--- config.mk ---
export PLATFORM = sky130hd
export DESIGN_NAME = mem_arbiter_2p_flat
export DESIGN_NICKNAME = d
export VERILOG_FILES = /design/src/rtl/mem_arbiter_2p_if.sv /design/src/rtl/mem_arbiter_2p.sv /design/src/flat_wrapper.sv
export SDC_FILE = /design/constraint.sdc
export NUM_CORES = 1
export LEC_CHECK = 0
export ABC_AREA = 1
export BUFFER_PORTS_ARGS = -buffer_cell sky130_fd_sc_hd__buf_2
export CORE_ASPECT_RATIO = 1.1
export CORE_MARGIN = 4
export CORE_UTILIZATION = 35
export CTS_BUF_LIST = sky130_fd_sc_hd__clkbuf_8
export DETAILED_ROUTE_END_ITERATION = 10
export PLACE_DENSITY = 0.77
export SETUP_SLACK_MARGIN = 0.02
export SKIP_LAST_GASP = 1
export SYNTH_ARGS = -nofsm -noshare
export SYNTH_HDL_FRONTEND = slang
export SYNTH_SLANG_ARGS = --single-unit
--- constraint.sdc ---
create_clock -name clk -period 1.26 [get_ports clk]
set_input_delay 0.063 -clock clk [delete_from_list [all_inputs] [get_ports clk]]
set_output_delay 0.063 -clock clk [all_outputs]
set_load 0.01 [all_outputs]
--- src/rtl/mem_arbiter_2p_if.sv ---
`default_nettype none
// ---------------------------------------------------------------------------
// Module   : mem_arbiter_2p_if
// Brief    : Client request/response ports and memory pins of mem_arbiter_2p.
// Revision : 1.0
// ---------------------------------------------------------------------------
interface mem_arbiter_2p_if #(
  parameter int AW = 4,
  parameter int DW = 32
);
  logic          a_req;
  logic          a_we;
  logic [AW-1:0] a_addr;
  logic [DW-1:0] a_wdata;
  logic          a_gnt;
  logic          a_rsp_valid;
  logic [DW-1:0] a_rdata;

  logic          b_req;
  logic          b_we;
  logic [AW-1:0] b_addr;
  logic [DW-1:0] b_wdata;
  logic          b_gnt;
  logic          b_rsp_valid;
  logic [DW-1:0] b_rdata;

  logic          mem_en;
  logic          mem_re;
  logic [AW-1:0] mem_addr;
  logic [DW-1:0] mem_wdata;
  logic [DW-1:0] mem_rdata;
  logic          mem_valid;

  // Arbiter side
  modport slave (
    input  a_req, a_we, a_addr, a_wdata,
    input  b_req, b_we, b_addr, b_wdata,
    input  mem_rdata, mem_valid,
    output a_gnt, a_rsp_valid, a_rdata,
    output b_gnt, b_rsp_valid, b_rdata,
    output mem_en, mem_re, mem_addr, mem_wdata
  );

  // Clients plus memory side
  modport master (
    output a_req, a_we, a_addr, a_wdata,
    output b_req, b_we, b_addr, b_wdata,
    output mem_rdata, mem_valid,
    input  a_gnt, a_rsp_valid, a_rdata,
    input  b_gnt, b_rsp_valid, b_rdata,
    input  mem_en, mem_re, mem_addr, mem_wdata
  );
endinterface
`default_nettype wire

--- src/rtl/mem_arbiter_2p.sv ---
`default_nettype none
// ---------------------------------------------------------------------------
// Module   : mem_arbiter_2p
// Brief    : Two-port arbiter/sequencer for a 16x32 synchronous memory.
// Revision : 1.0
// ---------------------------------------------------------------------------
module mem_arbiter_2p #(
  parameter int AW    = 4,
  parameter int DW    = 32,
  parameter bit RR_EN = 1'b1
) (
  input  logic             clk,
  input  logic             rst,
  mem_arbiter_2p_if.slave  bus,
  output logic             busy,
  output logic             err
);

  localparam logic [1:0] c_st_idle  = 2'd0;
  localparam logic [1:0] c_st_issue = 2'd1;
  localparam logic [1:0] c_st_resp  = 2'd2;

  logic [1:0]    r_state;
  logic [1:0]    w_state_nxt;
  logic          r_owner_b;
  logic          r_we;
  logic [AW-1:0] r_addr;
  logic [DW-1:0] r_wdata;
  logic          r_last_b;
  logic          r_err;
  logic          w_pick_b;
  logic          w_grant;

  generate
    if (RR_EN) begin : g_rr
      // On a tie, the port not granted last wins
      assign w_pick_b = bus.b_req & (~bus.a_req | ~r_last_b);
    end else begin : g_fixed
      assign w_pick_b = bus.b_req & ~bus.a_req;
    end
  endgenerate

  // No grant while reset is held, so nothing is latched that reset would discard
  assign w_grant = (r_state == c_st_idle) && (bus.a_req || bus.b_req) && rst;

  always_ff @(posedge clk) begin
    if (!rst) begin
      r_state <= c_st_idle;
    end else begin
      r_state <= w_state_nxt;
    end
  end

  always_comb begin
    w_state_nxt = r_state;
    case (r_state)
      c_st_idle:  if (w_grant) w_state_nxt = c_st_issue;
      c_st_issue: w_state_nxt = c_st_resp;
      default:    w_state_nxt = c_st_idle;
    endcase
  end

  always_comb begin
    bus.a_gnt       = 1'b0;
    bus.b_gnt       = 1'b0;
    bus.a_rsp_valid = 1'b0;
    bus.b_rsp_valid = 1'b0;
    bus.a_rdata     = '0;
    bus.b_rdata     = '0;
    bus.mem_en      = 1'b0;
    bus.mem_re      = 1'b0;
    bus.mem_addr    = '0;
    bus.mem_wdata   = '0;
    case (r_state)
      c_st_idle: begin
        bus.a_gnt = w_grant & ~w_pick_b;
        bus.b_gnt = w_grant &  w_pick_b;
      end
      c_st_issue: begin
        bus.mem_en    = r_we;
        bus.mem_re    = ~r_we;
        bus.mem_addr  = r_addr;
        bus.mem_wdata = r_we ? r_wdata : '0;
      end
      c_st_resp: begin
        // Memory output was registered at the ISSUE edge, so it is current here
        if (r_owner_b) begin
          bus.b_rsp_valid = 1'b1;
          bus.b_rdata     = r_we ? '0 : bus.mem_rdata;
        end else begin
          bus.a_rsp_valid = 1'b1;
          bus.a_rdata     = r_we ? '0 : bus.mem_rdata;
        end
      end
      default: ;
    endcase
  end

  always_ff @(posedge clk) begin
    if (!rst) begin
      r_owner_b <= 1'b0;
      r_we      <= 1'b0;
      r_addr    <= '0;
      r_wdata   <= '0;
      r_last_b  <= 1'b1;
      r_err     <= 1'b0;
    end else begin
      if (w_grant) begin
        r_owner_b <= w_pick_b;
        r_we      <= w_pick_b ? bus.b_we    : bus.a_we;
        r_addr    <= w_pick_b ? bus.b_addr  : bus.a_addr;
        r_wdata   <= w_pick_b ? bus.b_wdata : bus.a_wdata;
        r_last_b  <= w_pick_b;
      end
      if ((r_state == c_st_resp) && !r_we && !bus.mem_valid) begin
        r_err <= 1'b1;
      end
    end
  end

  assign busy = (r_state != c_st_idle);
  assign err  = r_err;

endmodule
`default_nettype wire

--- src/flat_wrapper.sv ---
// flat-port wrapper written by rule: the top's interface ports become plain ports
module mem_arbiter_2p_flat 
#(
  parameter int AW    = 4,
  parameter int DW    = 32,
  parameter bit RR_EN = 1'b1
)
  (clk, rst, busy, err, bus_a_req, bus_a_we, bus_a_addr, bus_a_wdata, bus_b_req, bus_b_we, bus_b_addr, bus_b_wdata, bus_mem_rdata, bus_mem_valid, bus_a_gnt, bus_a_rsp_valid, bus_a_rdata, bus_b_gnt, bus_b_rsp_valid, bus_b_rdata, bus_mem_en, bus_mem_re, bus_mem_addr, bus_mem_wdata);
  mem_arbiter_2p_if #(.AW(AW), .DW(DW)) bus_i ();
  input  logic clk;
  input  logic rst;
  output logic busy;
  output logic err;
  input wire logic [$bits(bus_i.a_req)-1:0] bus_a_req;
  input wire logic [$bits(bus_i.a_we)-1:0] bus_a_we;
  input wire logic [$bits(bus_i.a_addr)-1:0] bus_a_addr;
  input wire logic [$bits(bus_i.a_wdata)-1:0] bus_a_wdata;
  input wire logic [$bits(bus_i.b_req)-1:0] bus_b_req;
  input wire logic [$bits(bus_i.b_we)-1:0] bus_b_we;
  input wire logic [$bits(bus_i.b_addr)-1:0] bus_b_addr;
  input wire logic [$bits(bus_i.b_wdata)-1:0] bus_b_wdata;
  input wire logic [$bits(bus_i.mem_rdata)-1:0] bus_mem_rdata;
  input wire logic [$bits(bus_i.mem_valid)-1:0] bus_mem_valid;
  output wire logic [$bits(bus_i.a_gnt)-1:0] bus_a_gnt;
  output wire logic [$bits(bus_i.a_rsp_valid)-1:0] bus_a_rsp_valid;
  output wire logic [$bits(bus_i.a_rdata)-1:0] bus_a_rdata;
  output wire logic [$bits(bus_i.b_gnt)-1:0] bus_b_gnt;
  output wire logic [$bits(bus_i.b_rsp_valid)-1:0] bus_b_rsp_valid;
  output wire logic [$bits(bus_i.b_rdata)-1:0] bus_b_rdata;
  output wire logic [$bits(bus_i.mem_en)-1:0] bus_mem_en;
  output wire logic [$bits(bus_i.mem_re)-1:0] bus_mem_re;
  output wire logic [$bits(bus_i.mem_addr)-1:0] bus_mem_addr;
  output wire logic [$bits(bus_i.mem_wdata)-1:0] bus_mem_wdata;
  assign bus_i.a_req = bus_a_req;
  assign bus_i.a_we = bus_a_we;
  assign bus_i.a_addr = bus_a_addr;
  assign bus_i.a_wdata = bus_a_wdata;
  assign bus_i.b_req = bus_b_req;
  assign bus_i.b_we = bus_b_we;
  assign bus_i.b_addr = bus_b_addr;
  assign bus_i.b_wdata = bus_b_wdata;
  assign bus_i.mem_rdata = bus_mem_rdata;
  assign bus_i.mem_valid = bus_mem_valid;
  assign bus_a_gnt = bus_i.a_gnt;
  assign bus_a_rsp_valid = bus_i.a_rsp_valid;
  assign bus_a_rdata = bus_i.a_rdata;
  assign bus_b_gnt = bus_i.b_gnt;
  assign bus_b_rsp_valid = bus_i.b_rsp_valid;
  assign bus_b_rdata = bus_i.b_rdata;
  assign bus_mem_en = bus_i.mem_en;
  assign bus_mem_re = bus_i.mem_re;
  assign bus_mem_addr = bus_i.mem_addr;
  assign bus_mem_wdata = bus_i.mem_wdata;
  mem_arbiter_2p #(.AW(AW), .DW(DW), .RR_EN(RR_EN)) u_core (.clk(clk), .rst(rst), .bus(bus_i), .busy(busy), .err(err));
endmodule
==> flow_summary.toml <==
[clock_tree]
h-tree-depth = 2
clockRootBuffer = "clkbuf_8"
cts.sinks = 42
cts_tree = "built"
clockBufferDepth = 2
worstSkewPairLatency_ns = 0.29
path_clk_slew_ns = 0.08
cts_buffers = 5

[logic_synthesis]
avgSynthCellArea_um2 = 5.894
yosysTopAreaCellShare_pct = 31.77
synth_area_leader_cell = "dfxtp_1"
synth_cell_types = 16
syn_nets = 560
synth-edff-count = 0
seq_area_frac_synth_pct = 31.77
syn_inst = 449
synth_ff_type = "dfxtp_1"
syn_area_um2 = 2646
yosysMostFrequentCell = "nand2_1"
synthArstFlopShare_pct = 0
ys_ff_latch = 42
synthTopCellsByCount = "nand2_1 (123), nor2_1 (108), nand4_1 (62), dfxtp_1 (42), nand3_1 (37)"
synth_warnings = 0
netlist_top_cells_area = "dfxtp_1 (32%), nand2_1 (17%), nor2_1 (15%), nand4_1 (15%), nand3_1 (7.0%)"

[routing]
wl_um = 11460
antenna_left = 0
drcViolationCount = 0
drt-initial-drc-count = 211
via_count = 3833
wl_per_cell_um = 15.34
dr.pass1.iters = 5
viasPerCell = 5.131

[finish]
nets = 773
final_layout_size_suffix_gt1_share_pct = 44.56
diodes = 0
utilization_pct = 60.82
area_growth_pct = 64.73
nFillCells = 662

[min_path]
hold_start = "bus_b_wdata[15]"
min_path_cells = 3
hp-class = "in -> reg"
hold_end = "u_core.r_wdata[15]"

[sta]
tns_ns = -11.03
rsz0062_at_grt = "yes"
finClkSkew_ns = 0.006941
drv_slew = 0
finalSetupViolCount = 134
holdWs_ns = 0.01348
max_slew_margin_pct = 83.96
hold_violations = 0
setup_slack_ns = -0.1465
worst_pin_slew_ns = 0.2406
fmax_mhz = 711.0
min_period_ns = 1.406
fin_crit_sh_pct = 111.6

[global_route]
grtUsageTotal_pct = 21.45
grt_pass1_vias = 3382
grt_pass1_wl_um = 16310
antenna_found_initial = 1
overflow = 0
grt_max_degree = 61

[floorplan]
start_util_pct = 36.92
die_y_um = 99.20
io_pins = 219
dieArea_um2 = 9017
rows = 32
coreArea_um2 = 7167
die_w_um = 90.91

[status]
violations = "setup timing"
outcome = "finished, violations left"

[placed_design]
hpwl_um = 7475
io_buffers = 218
place_congestion = 0.8350

[critical_path]
crit_path_start_kind = "flop"
timing.critical_path.required_ns = 1.20
worst_setup_path_end_kind = "primary output"
r2r_cells = 9
worst-setup-path-type = "reg -> out"
reg2reg_to = "u_core.r_last_b"
startpoint = "u_core.r_state[0]"
critical_path_arrival_ns = 1.34
crit-reg2reg-launch = "u_core.r_state[0]"
rrSetupSlack_ns = -0.06
worst-path-max-fanout = 8

[flow_run]
cap_viol_max_count = 0

[power]
ir_worst_vdd_mv = 0.6266
leakage_nw = 2.455
powerDensity_nw_per_um2 = 847.5
==> timing repair <==
action | CTS | global route
gates cloned | 1 | 9
endpoints found under the setup margin | 111 | 145
endpoints found under the hold margin | 0 | 0
resized for setup | 9 | 37
pin swaps | 2 | 0
buffers inserted | 4 | 1
hold buffers | 0 | 0
==> power by group <==
part | switching, mW | total, mW | internal [mW]
clock | 0.472 | 0.845 | 0.373
sequential | 0.0815 | 1.55 | 1.47
combinational | 0.720 | 1.30 | 0.578
==> flip-flops by register name (all words and copies together), names as in the netlist <==
signal            count
u_core.err            1
u_core.r_addr         4
u_core.r_last_b       1
u_core.r_owner_b      1
u_core.r_state        2
u_core.r_wdata       32
u_core.r_we           1
==> critical path, cell delays in order (launching register included) <==
cell,delay (ns)
dfxtp_2,0.36
inv_2,0.06
nor2_4,0.13
inv_6,0.08
clkbuf_16,0.17
nor2_1,0.10
buf_2,0.14
==> routing by layer <==
metal | up-vias | part of all wire [%] | global-route usage [%]
met4 | 2 | 1.9 | 5.800
li1 | 1879 | - | -
met5 | - | 0.061 | 0
met1 | 1683 | 39 | 25.94
met2 | 245 | 48 | 37.48
met3 | 24 | 11 | 5.976
==> cells in the final DEF (no fill, tap or decap), types with 2 or more instances in the layout <==
cell type,synthesis,layout
clkbuf_16,0,7
or2_2,6,6
dfxtp_1,42,38
buf_6,2,7
nand4_1,62,62
buf_2,21,214
nand2_1,123,119
buf_4,0,8
nand2_2,1,5
nand3_1,37,37
nor2_4,2,8
dfxtp_2,0,4
nor2_1,108,90
inv_1,20,19
buf_8,0,2
clkbuf_8,0,5
nor2_2,0,12
buf_12,0,9
inv_2,4,4
==> cell families after synthesis <==
family | synth area share, %
AO/OA/AOI/OAI | 0.3779
buffers and inverters | 10.92
flip-flops | 31.77
AND/OR/NAND/NOR | 56.93
==> worst max path at each step <==
stage / to / slack [ns]
after CTS: bus_b_rdata[7] / -0.12
after global routing: bus_mem_wdata[28] / -0.21
after floorplan: u_core.r_wdata[26] / 0.12
final: bus_mem_wdata[27] / -0.15
after detailed placement: u_core.r_addr[3] / 0.03
after global placement: u_core.r_wdata[18] / 0.03
==> stage by stage <==
step | instances | worst slack (ns) | instance area (um2) | total power [mW]
after floorplan | 449 | 0.1160 | 2646 | 2.159
after global placement | 725 | 0.03101 | 3870 | 2.583
after detailed placement | 725 | 0.02718 | 3870 | 2.611
after CTS | 737 | -0.1230 | 4029 | 3.502
after global routing | 747 | -0.2057 | 4359 | 3.912
final | 747 | -0.1465 | 4359 | 3.694
==> cell type report <==
cell class,count,area [um2],share of cell area [%]
Clock inverter,2,11.26,0.2583
Clock buffer,5,68.82,1.579
Inverter,24,97.59,2.239
Multi-Input combinational cell,341,1602,36.74
Timing Repair Buffer,248,1628,37.34
Sequential cell,42,845.8,19.40
Tap cell,85,106.4,2.440
Note: power is estimated with default switching activity, not from simulation.
